## config.mk

```make
export PLATFORM = sky130hd
export DESIGN_NAME = sd_emmc_axi_write_master_flat
export DESIGN_NICKNAME = d
export VERILOG_FILES = /design/src/rtl/sd_emmc_axi_write_master_if.sv /design/src/rtl/sd_emmc_axi_write_master.sv /design/src/flat_wrapper.sv
export SDC_FILE = /design/constraint.sdc
export NUM_CORES = 1
export LEC_CHECK = 0
export BUFFER_PORTS_ARGS = -buffer_cell sky130_fd_sc_hd__buf_2
export CAP_MARGIN = 20
export CORE_MARGIN = 5
export CORE_UTILIZATION = 48
export CTS_CLUSTER_SIZE = 20
export DETAILED_ROUTE_END_ITERATION = 6
export PLACE_DENSITY = 0.77
export SLEW_MARGIN = 30
export SYNTH_ARGS = -nofsm -noshare
export SYNTH_HDL_FRONTEND = slang
export SYNTH_SLANG_ARGS = --single-unit
```

## constraint.sdc

```tcl
create_clock -name clock -period 2.9 [get_ports clock]
set_input_delay 0.145 -clock clock [delete_from_list [all_inputs] [get_ports clock]]
set_output_delay 0.145 -clock clock [all_outputs]
set_load 0.03 [all_outputs]
```

## src/rtl/sd_emmc_axi_write_master_if.sv

```systemverilog
// AXI4 write-channel bundle between the SD/eMMC DMA write master and the memory fabric.
// The master modport is the DMA engine side, the slave modport is the interconnect side.
interface sd_emmc_axi_write_master_if;
    logic [31:0] m_axi_awaddr;
    logic [7:0]  m_axi_awlen;
    logic [2:0]  m_axi_awsize;
    logic [1:0]  m_axi_awburst;
    logic        m_axi_awvalid;
    logic        m_axi_awready;
    logic [31:0] m_axi_wdata;
    logic [3:0]  m_axi_wstrb;
    logic        m_axi_wlast;
    logic        m_axi_wvalid;
    logic        m_axi_wready;
    logic [1:0]  m_axi_bresp;
    logic        m_axi_bvalid;
    logic        m_axi_bready;

    modport master (
        output m_axi_awaddr, m_axi_awlen, m_axi_awsize, m_axi_awburst, m_axi_awvalid,
        input  m_axi_awready,
        output m_axi_wdata, m_axi_wstrb, m_axi_wlast, m_axi_wvalid,
        input  m_axi_wready,
        input  m_axi_bresp, m_axi_bvalid,
        output m_axi_bready
    );

    modport slave (
        input  m_axi_awaddr, m_axi_awlen, m_axi_awsize, m_axi_awburst, m_axi_awvalid,
        output m_axi_awready,
        input  m_axi_wdata, m_axi_wstrb, m_axi_wlast, m_axi_wvalid,
        output m_axi_wready,
        output m_axi_bresp, m_axi_bvalid,
        input  m_axi_bready
    );
endinterface

```

## src/rtl/sd_emmc_axi_write_master.sv

```systemverilog
// Single-beat AXI4 write master for the SD/eMMC DMA: one address, one data beat and one
// response per DMA word, with sticky error/timeout flags and a completed-beat counter.
module sd_emmc_axi_write_master #(
    parameter logic [15:0] TIMEOUT = 16'd4095
) (
    input  logic        clock,
    input  logic        reset,
    input  logic [31:0] write_addr,
    input  logic        addr_write_valid,
    output logic        addr_write_ready,
    input  logic        data_write_valid,
    input  logic        w_last,
    input  logic [31:0] fifo_dout,
    output logic        next_data_word,
    input  logic        int_rst,
    sd_emmc_axi_write_master_if.master axi,
    output logic [1:0]  resp_err,
    output logic        timeout_err,
    output logic [15:0] beat_count,
    output logic        busy
);

    typedef enum logic [2:0] {
        IDLE   = 3'd0,
        AW     = 3'd1,
        W_WAIT = 3'd2,
        W      = 3'd3,
        B      = 3'd4
    } state_t;

    state_t      state_q, state_d;
    logic [31:0] awaddr_q, awaddr_d;
    logic        awvalid_q, awvalid_d;
    logic        addr_write_ready_q, addr_write_ready_d;
    logic [31:0] wdata_q, wdata_d;
    logic        wlast_q, wlast_d;
    logic        wvalid_q, wvalid_d;
    logic        bready_q, bready_d;
    logic        next_data_word_q, next_data_word_d;
    logic [15:0] beat_count_q, beat_count_d;
    logic [1:0]  resp_err_q, resp_err_d;
    logic        timeout_err_q, timeout_err_d;
    logic [15:0] wait_cnt_q, wait_cnt_d;
    logic        busy_q, busy_d;

    // Next-state, handshake and status computation.
    always_comb begin
        state_d            = state_q;
        awaddr_d           = awaddr_q;
        awvalid_d          = awvalid_q;
        addr_write_ready_d = 1'b0;
        wdata_d            = wdata_q;
        wlast_d            = wlast_q;
        wvalid_d           = wvalid_q;
        bready_d           = bready_q;
        next_data_word_d   = 1'b0;
        beat_count_d       = beat_count_q;
        resp_err_d         = resp_err_q;
        timeout_err_d      = timeout_err_q;
        wait_cnt_d         = wait_cnt_q;
        busy_d             = busy_q;

        case (state_q)
            IDLE: begin
                // The completion cycle always passes through IDLE before a new address.
                if (addr_write_valid && !next_data_word_q) begin
                    awaddr_d  = write_addr;
                    awvalid_d = 1'b1;
                    state_d   = AW;
                end else begin
                    state_d   = IDLE;
                end
            end
            AW: begin
                if (awvalid_q && axi.m_axi_awready) begin
                    awvalid_d          = 1'b0;
                    addr_write_ready_d = 1'b1;
                    state_d            = W_WAIT;
                end else begin
                    state_d            = AW;
                end
            end
            W_WAIT: begin
                if (data_write_valid) begin
                    wdata_d  = fifo_dout;
                    // awlen is 0, so every beat is the last one whatever the DMA says.
                    wlast_d  = w_last | 1'b1;
                    wvalid_d = 1'b1;
                    state_d  = W;
                end else begin
                    state_d  = W_WAIT;
                end
            end
            W: begin
                if (wvalid_q && axi.m_axi_wready) begin
                    wvalid_d = 1'b0;
                    bready_d = 1'b1;
                    state_d  = B;
                end else begin
                    state_d  = W;
                end
            end
            B: begin
                if (axi.m_axi_bvalid && bready_q) begin
                    bready_d         = 1'b0;
                    next_data_word_d = 1'b1;
                    beat_count_d     = beat_count_q + 16'd1;
                    state_d          = IDLE;
                    if ((axi.m_axi_bresp != 2'b00) && (resp_err_q == 2'b00)) begin
                        resp_err_d = axi.m_axi_bresp;
                    end else begin
                        resp_err_d = resp_err_q;
                    end
                end else begin
                    state_d          = B;
                end
            end
            default: begin
                state_d   = IDLE;
                awvalid_d = 1'b0;
                wvalid_d  = 1'b0;
                bready_d  = 1'b0;
            end
        endcase

        // Wait counter restarts on every transition and saturates at TIMEOUT.
        if (state_d != state_q) begin
            wait_cnt_d = 16'd0;
        end else if ((state_q != IDLE) && (wait_cnt_q != TIMEOUT)) begin
            wait_cnt_d = wait_cnt_q + 16'd1;
        end else begin
            wait_cnt_d = wait_cnt_q;
        end

        if ((state_d == state_q) && (state_q != IDLE) && (wait_cnt_d == TIMEOUT)) begin
            timeout_err_d = 1'b1;
        end else begin
            timeout_err_d = timeout_err_d;
        end

        // A clear request beats an error raised in the same cycle.
        if (int_rst) begin
            resp_err_d    = 2'b00;
            timeout_err_d = 1'b0;
        end else begin
            resp_err_d    = resp_err_d;
        end

        busy_d = (state_d != IDLE);
    end

    // State and output registers with synchronous active-low reset.
    always_ff @(posedge clock) begin
        if (!reset) begin
            state_q            <= IDLE;
            awaddr_q           <= 32'd0;
            awvalid_q          <= 1'b0;
            addr_write_ready_q <= 1'b0;
            wdata_q            <= 32'd0;
            wlast_q            <= 1'b0;
            wvalid_q           <= 1'b0;
            bready_q           <= 1'b0;
            next_data_word_q   <= 1'b0;
            beat_count_q       <= 16'd0;
            resp_err_q         <= 2'b00;
            timeout_err_q      <= 1'b0;
            wait_cnt_q         <= 16'd0;
            busy_q             <= 1'b0;
        end else begin
            state_q            <= state_d;
            awaddr_q           <= awaddr_d;
            awvalid_q          <= awvalid_d;
            addr_write_ready_q <= addr_write_ready_d;
            wdata_q            <= wdata_d;
            wlast_q            <= wlast_d;
            wvalid_q           <= wvalid_d;
            bready_q           <= bready_d;
            next_data_word_q   <= next_data_word_d;
            beat_count_q       <= beat_count_d;
            resp_err_q         <= resp_err_d;
            timeout_err_q      <= timeout_err_d;
            wait_cnt_q         <= wait_cnt_d;
            busy_q             <= busy_d;
        end
    end

    assign axi.m_axi_awaddr  = awaddr_q;
    assign axi.m_axi_awlen   = 8'd0;
    assign axi.m_axi_awsize  = 3'b010;
    assign axi.m_axi_awburst = 2'b01;
    assign axi.m_axi_awvalid = awvalid_q;
    assign axi.m_axi_wdata   = wdata_q;
    assign axi.m_axi_wstrb   = 4'hF;
    assign axi.m_axi_wlast   = wlast_q;
    assign axi.m_axi_wvalid  = wvalid_q;
    assign axi.m_axi_bready  = bready_q;

    assign addr_write_ready = addr_write_ready_q;
    assign next_data_word   = next_data_word_q;
    assign resp_err         = resp_err_q;
    assign timeout_err      = timeout_err_q;
    assign beat_count       = beat_count_q;
    assign busy             = busy_q;

endmodule

```

## src/flat_wrapper.sv

```systemverilog
// flat-port wrapper written by rule: the top's interface ports become plain ports
module sd_emmc_axi_write_master_flat 
#(
    parameter logic [15:0] TIMEOUT = 16'd4095
)
  (clock, reset, write_addr, addr_write_valid, addr_write_ready, data_write_valid, w_last, fifo_dout, next_data_word, int_rst, resp_err, timeout_err, beat_count, busy, axi_m_axi_awaddr, axi_m_axi_awlen, axi_m_axi_awsize, axi_m_axi_awburst, axi_m_axi_awvalid, axi_m_axi_awready, axi_m_axi_wdata, axi_m_axi_wstrb, axi_m_axi_wlast, axi_m_axi_wvalid, axi_m_axi_wready, axi_m_axi_bresp, axi_m_axi_bvalid, axi_m_axi_bready);
  sd_emmc_axi_write_master_if axi_i ();
  input  logic clock;
  input  logic reset;
  input  logic [31:0] write_addr;
  input  logic addr_write_valid;
  output logic addr_write_ready;
  input  logic data_write_valid;
  input  logic w_last;
  input  logic [31:0] fifo_dout;
  output logic next_data_word;
  input  logic int_rst;
  output logic [1:0] resp_err;
  output logic timeout_err;
  output logic [15:0] beat_count;
  output logic busy;
  output wire logic [$bits(axi_i.m_axi_awaddr)-1:0] axi_m_axi_awaddr;
  output wire logic [$bits(axi_i.m_axi_awlen)-1:0] axi_m_axi_awlen;
  output wire logic [$bits(axi_i.m_axi_awsize)-1:0] axi_m_axi_awsize;
  output wire logic [$bits(axi_i.m_axi_awburst)-1:0] axi_m_axi_awburst;
  output wire logic [$bits(axi_i.m_axi_awvalid)-1:0] axi_m_axi_awvalid;
  input wire logic [$bits(axi_i.m_axi_awready)-1:0] axi_m_axi_awready;
  output wire logic [$bits(axi_i.m_axi_wdata)-1:0] axi_m_axi_wdata;
  output wire logic [$bits(axi_i.m_axi_wstrb)-1:0] axi_m_axi_wstrb;
  output wire logic [$bits(axi_i.m_axi_wlast)-1:0] axi_m_axi_wlast;
  output wire logic [$bits(axi_i.m_axi_wvalid)-1:0] axi_m_axi_wvalid;
  input wire logic [$bits(axi_i.m_axi_wready)-1:0] axi_m_axi_wready;
  input wire logic [$bits(axi_i.m_axi_bresp)-1:0] axi_m_axi_bresp;
  input wire logic [$bits(axi_i.m_axi_bvalid)-1:0] axi_m_axi_bvalid;
  output wire logic [$bits(axi_i.m_axi_bready)-1:0] axi_m_axi_bready;
  assign axi_m_axi_awaddr = axi_i.m_axi_awaddr;
  assign axi_m_axi_awlen = axi_i.m_axi_awlen;
  assign axi_m_axi_awsize = axi_i.m_axi_awsize;
  assign axi_m_axi_awburst = axi_i.m_axi_awburst;
  assign axi_m_axi_awvalid = axi_i.m_axi_awvalid;
  assign axi_i.m_axi_awready = axi_m_axi_awready;
  assign axi_m_axi_wdata = axi_i.m_axi_wdata;
  assign axi_m_axi_wstrb = axi_i.m_axi_wstrb;
  assign axi_m_axi_wlast = axi_i.m_axi_wlast;
  assign axi_m_axi_wvalid = axi_i.m_axi_wvalid;
  assign axi_i.m_axi_wready = axi_m_axi_wready;
  assign axi_i.m_axi_bresp = axi_m_axi_bresp;
  assign axi_i.m_axi_bvalid = axi_m_axi_bvalid;
  assign axi_m_axi_bready = axi_i.m_axi_bready;
  sd_emmc_axi_write_master #(.TIMEOUT(TIMEOUT)) u_core (.clock(clock), .reset(reset), .write_addr(write_addr), .addr_write_valid(addr_write_valid), .addr_write_ready(addr_write_ready), .data_write_valid(data_write_valid), .w_last(w_last), .fifo_dout(fifo_dout), .next_data_word(next_data_word), .int_rst(int_rst), .axi(axi_i), .resp_err(resp_err), .timeout_err(timeout_err), .beat_count(beat_count), .busy(busy));
endmodule
```

# After elaboration in Yosys (flattened, before gate mapping)
# Cells that the tools add are included.
classes:
  n_mux: 19
  reduce_logical: 27
  add_sub_neg: 2
  eq_ne: 13
  bitwise_logic: 4
ops:
  columns: ["operator", "n"]
  rows:
  - ["$add A16 B1 Y16 const B", 2]
  - ["$mux W16", 2]
  - ["$eq A16 B12 Y1 const B", 1]
  - ["$ne A16 B12 Y1 const B", 1]
  - ["$pmux W3 S5", 1]
  - ["$reduce_and A3 Y1", 4]
  - ["$mux W1", 10]
  - ["$reduce_and A2 Y1", 5]
  - ["$pmux W1 S3", 3]
  - ["$reduce_or A3 Y1", 3]
  - ["$logic_and A1 B1 Y1", 8]
  - ["$ne A2 B1 Y1 const B", 4]
  - ["$eq A3 B2 Y1 const B", 2]
  - ["$mux W3", 2]
  - ["$reduce_bool A3 Y1", 2]
  - ["$not A1 Y1", 4]
  - ["$eq A3 B1 Y1 const B", 1]
  - ["$eq A3 B3 Y1", 1]
  - ["$eq A3 B3 Y1 const B", 1]
  - ["$logic_not A3 Y1", 1]
  - ["$ne A3 B3 Y1", 1]
  - ["$logic_not A2 Y1", 1]
  - ["$mux W2", 1]
  - ["$ne A2 B2 Y1 const B", 1]
  - ["3 further kinds", 3]
totals:
  reg_bits: 109
  word_cells: 79
  output_inout_bits: 107

# Depth between registers and ports, before layout
# Gate-level depths: netlist of the first run.
logic_depth:
  word_depth: 8
  depth_mapped: 9

# Worst setup path before layout of the first run
# OpenSTA, ideal clock, no wires.
synth_path:
  kind: "register -> register"
  start: "reg u_core.wait_cnt_q[0]"
  end: "reg u_core.timeout_err_q, in the netlist u_core.timeout_err"
  arrival_ns: 2.386
  setup_slack_ns: 0.430
  stages_incl_launch_ff: 9
  required_ns: 2.816
  setup_time_ns: 0.084
  path_cell_list: "dfxtp_1 > ha_1 > nand3_4 > or3_1 > or2_4 > nor4b_2 > o211ai_1 > or4_1 > o31ai_2"
synth_between:
  elab_chain_len: 6
  elab_cells_between_ends: 7
  cone_classes: "1 x add/sub; 2 x eq/ne; 2 x mux; 2 x reduce/logical"
synth_rtl:
  columns: ["item", "line_no", "text"]
  rows:
  - ["start: declaration", "sd_emmc_axi_write_master.sv:43", "logic [15:0] wait_cnt_q, wait_cnt_d;"]
  - ["start signal: assignment", "sd_emmc_axi_write_master.sv:182", "wait_cnt_q <= wait_cnt_d;"]
  - ["parallel branches: the longest is 2 deep, another holds $add A16 B1 Y16", null, null]
  - ["$mux W16 (*)", "sd_emmc_axi_write_master.sv:129", "end else if ((state_q != IDLE) && (wait_cnt_q != TIMEOUT)) begin"]
  - ["$mux W16 (*)", "sd_emmc_axi_write_master.sv:127", "if (state_d != state_q) begin"]
  - ["$eq A16 B12 Y1 (*)", "sd_emmc_axi_write_master.sv:135", "if ((state_d == state_q) && (state_q != IDLE) && (wait_cnt_d == TIMEOUT)) begin"]
  - ["$logic_and A1 B1 Y1 (*)", "sd_emmc_axi_write_master.sv:135", null]
  - ["end signal: assignment", "sd_emmc_axi_write_master.sv:181", "timeout_err_q <= timeout_err_d;"]
  - ["end: declaration", "sd_emmc_axi_write_master.sv:42", "logic timeout_err_q, timeout_err_d;"]
# Mark *: on every way between the ends.
# A chain may end at the register's enable or synchronous reset.

# Final worst setup path of the first run
# Ends and elaborated chain as after synthesis.

==> results of run 1 <==
[state kept, by name, indices dropped and copies added (netlist names)]
name,cells
u_core.addr_write_ready,1
u_core.axi.m_axi_awaddr,32
u_core.axi.m_axi_awvalid,1
u_core.axi.m_axi_bready,1
u_core.axi.m_axi_wdata,32
u_core.axi.m_axi_wlast,1
u_core.axi.m_axi_wvalid,1
u_core.beat_count,16
u_core.busy,1
u_core.next_data_word,1
u_core.resp_err,2
u_core.state_q,3
u_core.timeout_err,1
u_core.wait_cnt_q,16
[logic make-up after synthesis]
| family | Yosys count | synth area share, % |
|---|---|---|
| compound gates | 102 | 12.1 |
| buf+inv | 55 | 6.91 |
| fa+ha+maj | 2 | 0.549 |
| simple gates | 265 | 26.6 |
| xor+xnor | 27 | 5.19 |
| mux | 3 | 0.686 |
| other cells | 2 | 0.165 |
| flops | 109 | 47.8 |
[tightest hold or removal path, stage by stage]
cell,delay (ns)
sky130_fd_sc_hd__buf_2,0.08
sky130_fd_sc_hd__a31oi_1,0.07
sky130_fd_sc_hd__nor2_1,0.07
[layout by cell type, fill, tap and decap left out, types with 10 or more instances in the layout]
cell                            Yosys  final
sky130_fd_sc_hd__nor2_1            44     44
sky130_fd_sc_hd__a21oi_1           80     80
sky130_fd_sc_hd__nand2_1          153    153
sky130_fd_sc_hd__conb_1             2     17
sky130_fd_sc_hd__dlygate4sd3_1      0     38
sky130_fd_sc_hd__xnor2_1           15     15
sky130_fd_sc_hd__xor2_1            12     12
sky130_fd_sc_hd__buf_2              4    163
sky130_fd_sc_hd__clkbuf_8           4     10
sky130_fd_sc_hd__dfxtp_1          109    109
[metrics by stage]
step / utilization [%] / hold slack [ns]
finish: 64.3 / 0.0145
global route: 64.3 / 0.00864
CTS: 64.3 / 0.000611
detailed placement: 58.1 / 0.390
global placement: 58.1 / 0.385
floorplan: - / 0.267
[where the power goes]
group	internal (W)	total, W	switching (W)	leakage, nW
sequential	0.00154	0.00156	0.0000260	0.884
combinational	0.000143	0.000395	0.000252	1.60
clock	0.000357	0.000885	0.000529	0.0988
[final cells by class]
| cell class | count | area share, % |
|---|---|---|
| clock inverter | 5 | 0.905 |
| inverter | 5 | 0.316 |
| sequential | 109 | 36.7 |
| multi-input combinational | 416 | 35.8 |
| clock buffer | 11 | 2.38 |
| timing repair buffer | 209 | 21.1 |
| tap | 129 | 2.72 |
[worst max-delay path by stage]
stage,slack [ns],to,cells after the start,start
finish,0.13,u_core.timeout_err,8,u_core.wait_cnt_q[0]
global route,0.01,u_core.timeout_err,8,u_core.wait_cnt_q[0]
CTS,0.13,u_core.timeout_err,8,u_core.wait_cnt_q[0]
detailed placement,0.17,u_core.timeout_err,8,u_core.wait_cnt_q[0]
global placement,0.27,u_core.timeout_err,8,u_core.wait_cnt_q[0]
floorplan,0.43,u_core.timeout_err,8,u_core.wait_cnt_q[0]
[what timing repair did]
item                                    4_1_cts  5_1_grt
hold endpoints to repair                     38        0
setup buffers                                 0        0
resized for setup                             0        1
endpoints found under the setup margin        0        1
hold buffers                                 38        0
[per-layer routing]
layer / global-route usage, % / vias up
met5: 0 / -
met4: 7.03 / 0
met3: 5.82 / 25
met2: 34.5 / 163
met1: 24.1 / 1953
li1: - / 2211
==> impl_metrics.yaml, run 1 <==
status:
  outcome: "completed"
routing:
  vias: 4352
  drt.antenna.violating_nets: 0
  met2WireLength_um: 5810
  met3WireLength_um: 1000
  dr.pass1.iters: 4
  detailed_route_vias_per_instance: 4.92
  finalWirelength_um: 11800
  wirelength_met1_um: 4750
  maxUsedRoutingLayer: "met4"
  number_of_drc_markers_in_iteration_0: 190
  route.detailed.drc: 0
  routedWlPerCell_um: 13.4
worst_setup_path:
  worst_path_dominant_cell_family: "simple AND/OR/NAND/NOR gates"
  origin_of_the_critical_flop_to_flop_path: "u_core.wait_cnt_q[0]"
  worst-r2r-cell-count: 8
  worstSetupEndpointType: "register"
  r2r_end: "u_core.timeout_err"
  ff2ff_setup_slack_ns: 0.13
  worstSetupPathType: "register to register"
  crit_buf_inv: 0
  slowest_stage: "sky130_fd_sc_hd__or4_1"
  critPathMaxStageDelay_ns: 0.51
  worst_ep_arrival_time_ns: 3.04
  critical_path_peak_fanout: 9
  worstPathRequired_ns: 3.18
  setup.worst_path.start_class: "register"
  timing.critical_path.cells: "ha_1, nand3_4, or3_1, or2_4, nor4b_2, o211ai_1, or4_1, o31ai_2"
clock_tree:
  worst_setup_hold_path_clk_slew_ns: 0.11
  cts_tree: "yes"
  clock_tree.buffer_depth: 2
  tritoncts.num_buffers: 9
  cts.htree.levels: 3
  cts.sink_count: 109
  root_buffer: "sky130_fd_sc_hd__clkbuf_8"
  insertion_delay_ns: 0.36
sta:
  grt_setup_unrepaired: "no"
  timing.final.ws_setup_ns: 0.132
  highest_attainable_clock_frequency_ghz: 0.361
  fin_crit_sh_pct: 95.5
  timing.max_slew.rel_slack_pct: 60.9
  clock-skew-final_ns: 0.0222
  number_of_endpoints_failing_setup_at_the_final_stage: 0
  layout_min_cycle_time_ns: 2.77
  slew_viol_final: 0
  final-hold-violation-count: 0
  fin_setup_tns_ns: 0
  max_slew.worst_pin.slew_ns: 0.586
die:
  placementRows: 35
  die_x_um: 107
  core_area_um2: 9240
  die_area_um2: 11600
  start_util_pct: 49.4
  io-pin-count: 182
  dieHeight_um: 107
power_and_ir_drop:
  peakVddDrop_mv: 0.292
  leakage_nw: 2.58
  total_power_w: 0.00284
  power-per-cell-area_nw_per_um2: 478
logic_synthesis:
  synth-edff-count: 0
  most_common_cell_in_the_netlist: "sky130_fd_sc_hd__nand2_1"
  commonest_cells_in_the_netlist: "sky130_fd_sc_hd__nand2_1 (153), sky130_fd_sc_hd__dfxtp_1 (109), sky130_fd_sc_hd__a21oi_1 (80)"
  postSynth.asyncResetShare_pct: 0
  synth.top_cells.by_area: "sky130_fd_sc_hd__dfxtp_1 (48%), sky130_fd_sc_hd__nand2_1 (13%), sky130_fd_sc_hd__a21oi_1 (8.8%), sky130_fd_sc_hd__nor2_1 (3.6%), sky130_fd_sc_hd__xnor2_1 (2.9%)"
  number_of_instances_in_the_synthesized_netlist: 565
  yosysSeqAreaShare_pct: 47.8
  synth.distinct_cells: 49
  syn_avg_cell_area_um2: 8.07
  ys_ff_latch: 109
  netlist_area_um2: 4560
  synth_ff_type: "sky130_fd_sc_hd__dfxtp_1"
  synth_largest_type_area_fraction_pct: 47.8
  synthesis.yosys.warnings: 0
  library_cell_with_the_largest_summed_area_after_synthesis: "sky130_fd_sc_hd__dfxtp_1"
flow_run:
  number_of_max_capacitance_violations_reported: 0
layout:
  flow.area_growth_from_synthesis_pct: 30.3
  nFillCells: 774
  final_net_count: 827
  diodes: 0
  seq_area_um2: 2180
  post_layout_nonfiller_instances: 884
  layout.cell_area.non_filler_um2: 5940
  multi_input_comb_area_um2: 2130
  layout-drive-gt1-share_pct: 26.9
place:
  place.port_buffers: 163
  place_worst_setup_slack_ns: 0.167
  place_congestion: 0.897
  placed_cells: 830
  dp_hpwl_um: 8290
  dpl_cell_area_um2: 5360
min_path:
  min_to: "u_core.resp_err[0]"
  timing.hold.worst.class: "input port to register"
  hp-start: "axi_m_axi_bresp[0]"
  worst_hold_path_depth: 3
global_routing:
  grt_use_total_pct: 20.1
  grt_antenna_before_repair: 0
  grt_max_degree: 59
  overflow: 0
  grt_pass1_vias: 4150
  first_pass_grt_wire_length_um: 19200
No activity file was read; power rests on OpenSTA's default activity.
==> run 2: changes to the inputs <==
--- a/config.mk
+++ b/config.mk
@@ -7,7 +7,7 @@
 export LEC_CHECK = 0
 export BUFFER_PORTS_ARGS = -buffer_cell sky130_fd_sc_hd__buf_2
 export CAP_MARGIN = 20
-export CORE_MARGIN = 5
+export CORE_MARGIN = 2
 export CORE_UTILIZATION = 48
 export CTS_CLUSTER_SIZE = 20
 export DETAILED_ROUTE_END_ITERATION = 6
==> run 2 against run 1 <==
Combinational power shrank 5.1%. Sequential share of layout area grew 0.82 points. Sequential power is essentially flat. First-iteration DRC count shrank 36%. Global-route usage grew 0.97 points. Critical path type unchanged. Largest power group unchanged.
==> impl_metrics.yaml, run 2 (synthesis gave the netlist of run 1 again) <==
status:
  outcome: "completed"
die:
  io-pin-count: 182
  dieHeight_um: 101
  placementRows: 35
  die_x_um: 101
  start_util_pct: 49.4
  core_area_um2: 9240
  die_area_um2: 10300
routing:
  routedWlPerCell_um: 12.7
  dr.pass1.iters: 5
  drt.antenna.violating_nets: 0
  number_of_drc_markers_in_iteration_0: 121
  vias: 4355
  route.detailed.drc: 0
  detailed_route_vias_per_instance: 5.00
  finalWirelength_um: 11100
place:
  place_congestion: 0.933
  dpl_cell_area_um2: 5360
  dp_hpwl_um: 7610
  place.port_buffers: 163
min_path:
  timing.hold.worst.class: "input port to register"
layout:
  layout.cell_area.non_filler_um2: 5810
  seq_area_um2: 2180
  top_library_cells_by_usage_in_the_layout_fill_and_taps_aside: "sky130_fd_sc_hd__buf_2 (163), sky130_fd_sc_hd__nand2_1 (153), sky130_fd_sc_hd__dfxtp_1 (109)"
  multi_input_comb_area_um2: 2130
  fin_util_pct: 62.9
  mostFrequentLayoutCell: "sky130_fd_sc_hd__buf_2"
  final_net_count: 813
  nFillCells: 803
  flow.area_growth_from_synthesis_pct: 27.5
  layout-drive-gt1-share_pct: 27.5
global_routing:
  grt_use_total_pct: 21.1
  first_pass_grt_wire_length_um: 17800
  grt_max_degree: 86
  grt_pass1_vias: 4005
  grt_antenna_before_repair: 0
  overflow: 0
sta:
  final-hold-violation-count: 0
  highest_attainable_clock_frequency_ghz: 0.368
  layout_min_cycle_time_ns: 2.72
  fin_crit_sh_pct: 93.8
  max_slew.worst_pin.slew_ns: 0.863
  grt_setup_unrepaired: "no"
  timing.max_slew.rel_slack_pct: 42.5
  number_of_endpoints_failing_setup_at_the_final_stage: 0
  slew_viol_final: 0
  clock-skew-final_ns: 0.0120
  fin_setup_tns_ns: 0
clock_tree:
  clock_tree.buffer_depth: 2
  insertion_delay_ns: 0.37
  cts_tree: "yes"
  post_cts.repair.setup_buffers: 0
  tritoncts.num_buffers: 9
  worst_setup_hold_path_clk_slew_ns: 0.10
  cts.htree.levels: 3
  cts.sink_count: 109
  root_buffer: "sky130_fd_sc_hd__clkbuf_8"
worst_setup_path:
  critPathMaxStageDelay_ns: 0.50
  slowest_stage: "sky130_fd_sc_hd__dfxtp_1"
  worst_ep_arrival_time_ns: 3.01
  worstSetupPathType: "register to register"
  setup.worst_path.start_class: "register"
  timing.critical_path.cells: "ha_1, nand3_4, or3_1, or2_4, nor4b_2, o211ai_1, or4_1, o31ai_2"
  worstPathRequired_ns: 3.19
  worstSetupEndpointType: "register"
  critical_path_peak_fanout: 9
power_and_ir_drop:
  power-per-cell-area_nw_per_um2: 492
  leakage_nw: 2.53
  peakVddDrop_mv: 0.271
flow_run:
  number_of_max_capacitance_violations_reported: 0
## run 2: metrics by stage
step / power, W / hold WS (ns) / worst slack (ns) / cells
after floorplan: 0.00185 / 0.267 / 0.430 / 580
after global placement: 0.00194 / 0.385 / 0.300 / 830
after detailed placement: 0.00195 / 0.391 / 0.187 / 830
after CTS: 0.00288 / 0.000392 / 0.168 / 869
after global routing: 0.00299 / 0.00248 / 0.0291 / 870
final: 0.00286 / 0.00618 / 0.181 / 871
## run 2: worst max-delay path, delay by kind of cell (launching register included)
family / cells / cell delay (ns)
adder cells (fa/ha/maj): 1 / 0.32
AO/OA/AOI/OAI: 2 / 0.27
AND/OR/NAND/NOR: 5 / 1.55
flip-flops: 1 / 0.50
## run 2: cell type report
cell class | instances | share of cell area, %
Timing Repair Buffer | 195 | 19.2
Multi-Input combinational cell | 416 | 36.6
Antenna cell | 1 | 0.0430
Inverter | 5 | 0.323
Tap cell | 129 | 2.78
Sequential cell | 109 | 37.5
Clock inverter | 5 | 0.882
Clock buffer | 11 | 2.60
## run 2: where the power goes
group | internal (W) | leakage [nW] | switching [W]
registers | 0.00154 | 0.884 | 0.0000265
clock network | 0.000380 | 0.104 | 0.000540
logic | 0.000129 | 1.54 | 0.000246
total | 0.00205 | 2.53 | 0.000812
## run 2: layer usage
layer	up-vias	part of all wire (%)	track usage, %
li1	2188	-	-
met5	-	0	0
met1	1981	41	24.7
met3	15	7.2	5.18
met2	171	51	37.1
met4	0	1.4	8.32
## run 2: timing repair
action,in CTS,in global routing
gates resized for setup,0,1
endpoints found under the setup margin,0,1
hold buffers,23,1
endpoints found under the hold margin,23,1
## run 2: path summary, 6_finish.rpt
kind	end	depth (start not counted)	slack, ns	from
worst max-delay path	u_core.timeout_err	8	0.18	u_core.wait_cnt_q[0]
worst min-delay path	u_core.axi.m_axi_wdata[13]	3	0.006	fifo_dout[13]
worst max register to register	u_core.timeout_err	8	0.18	u_core.wait_cnt_q[0]
worst min register to register	u_core.axi.m_axi_awaddr[20]	2	0.46	u_core.axi.m_axi_awaddr[20]
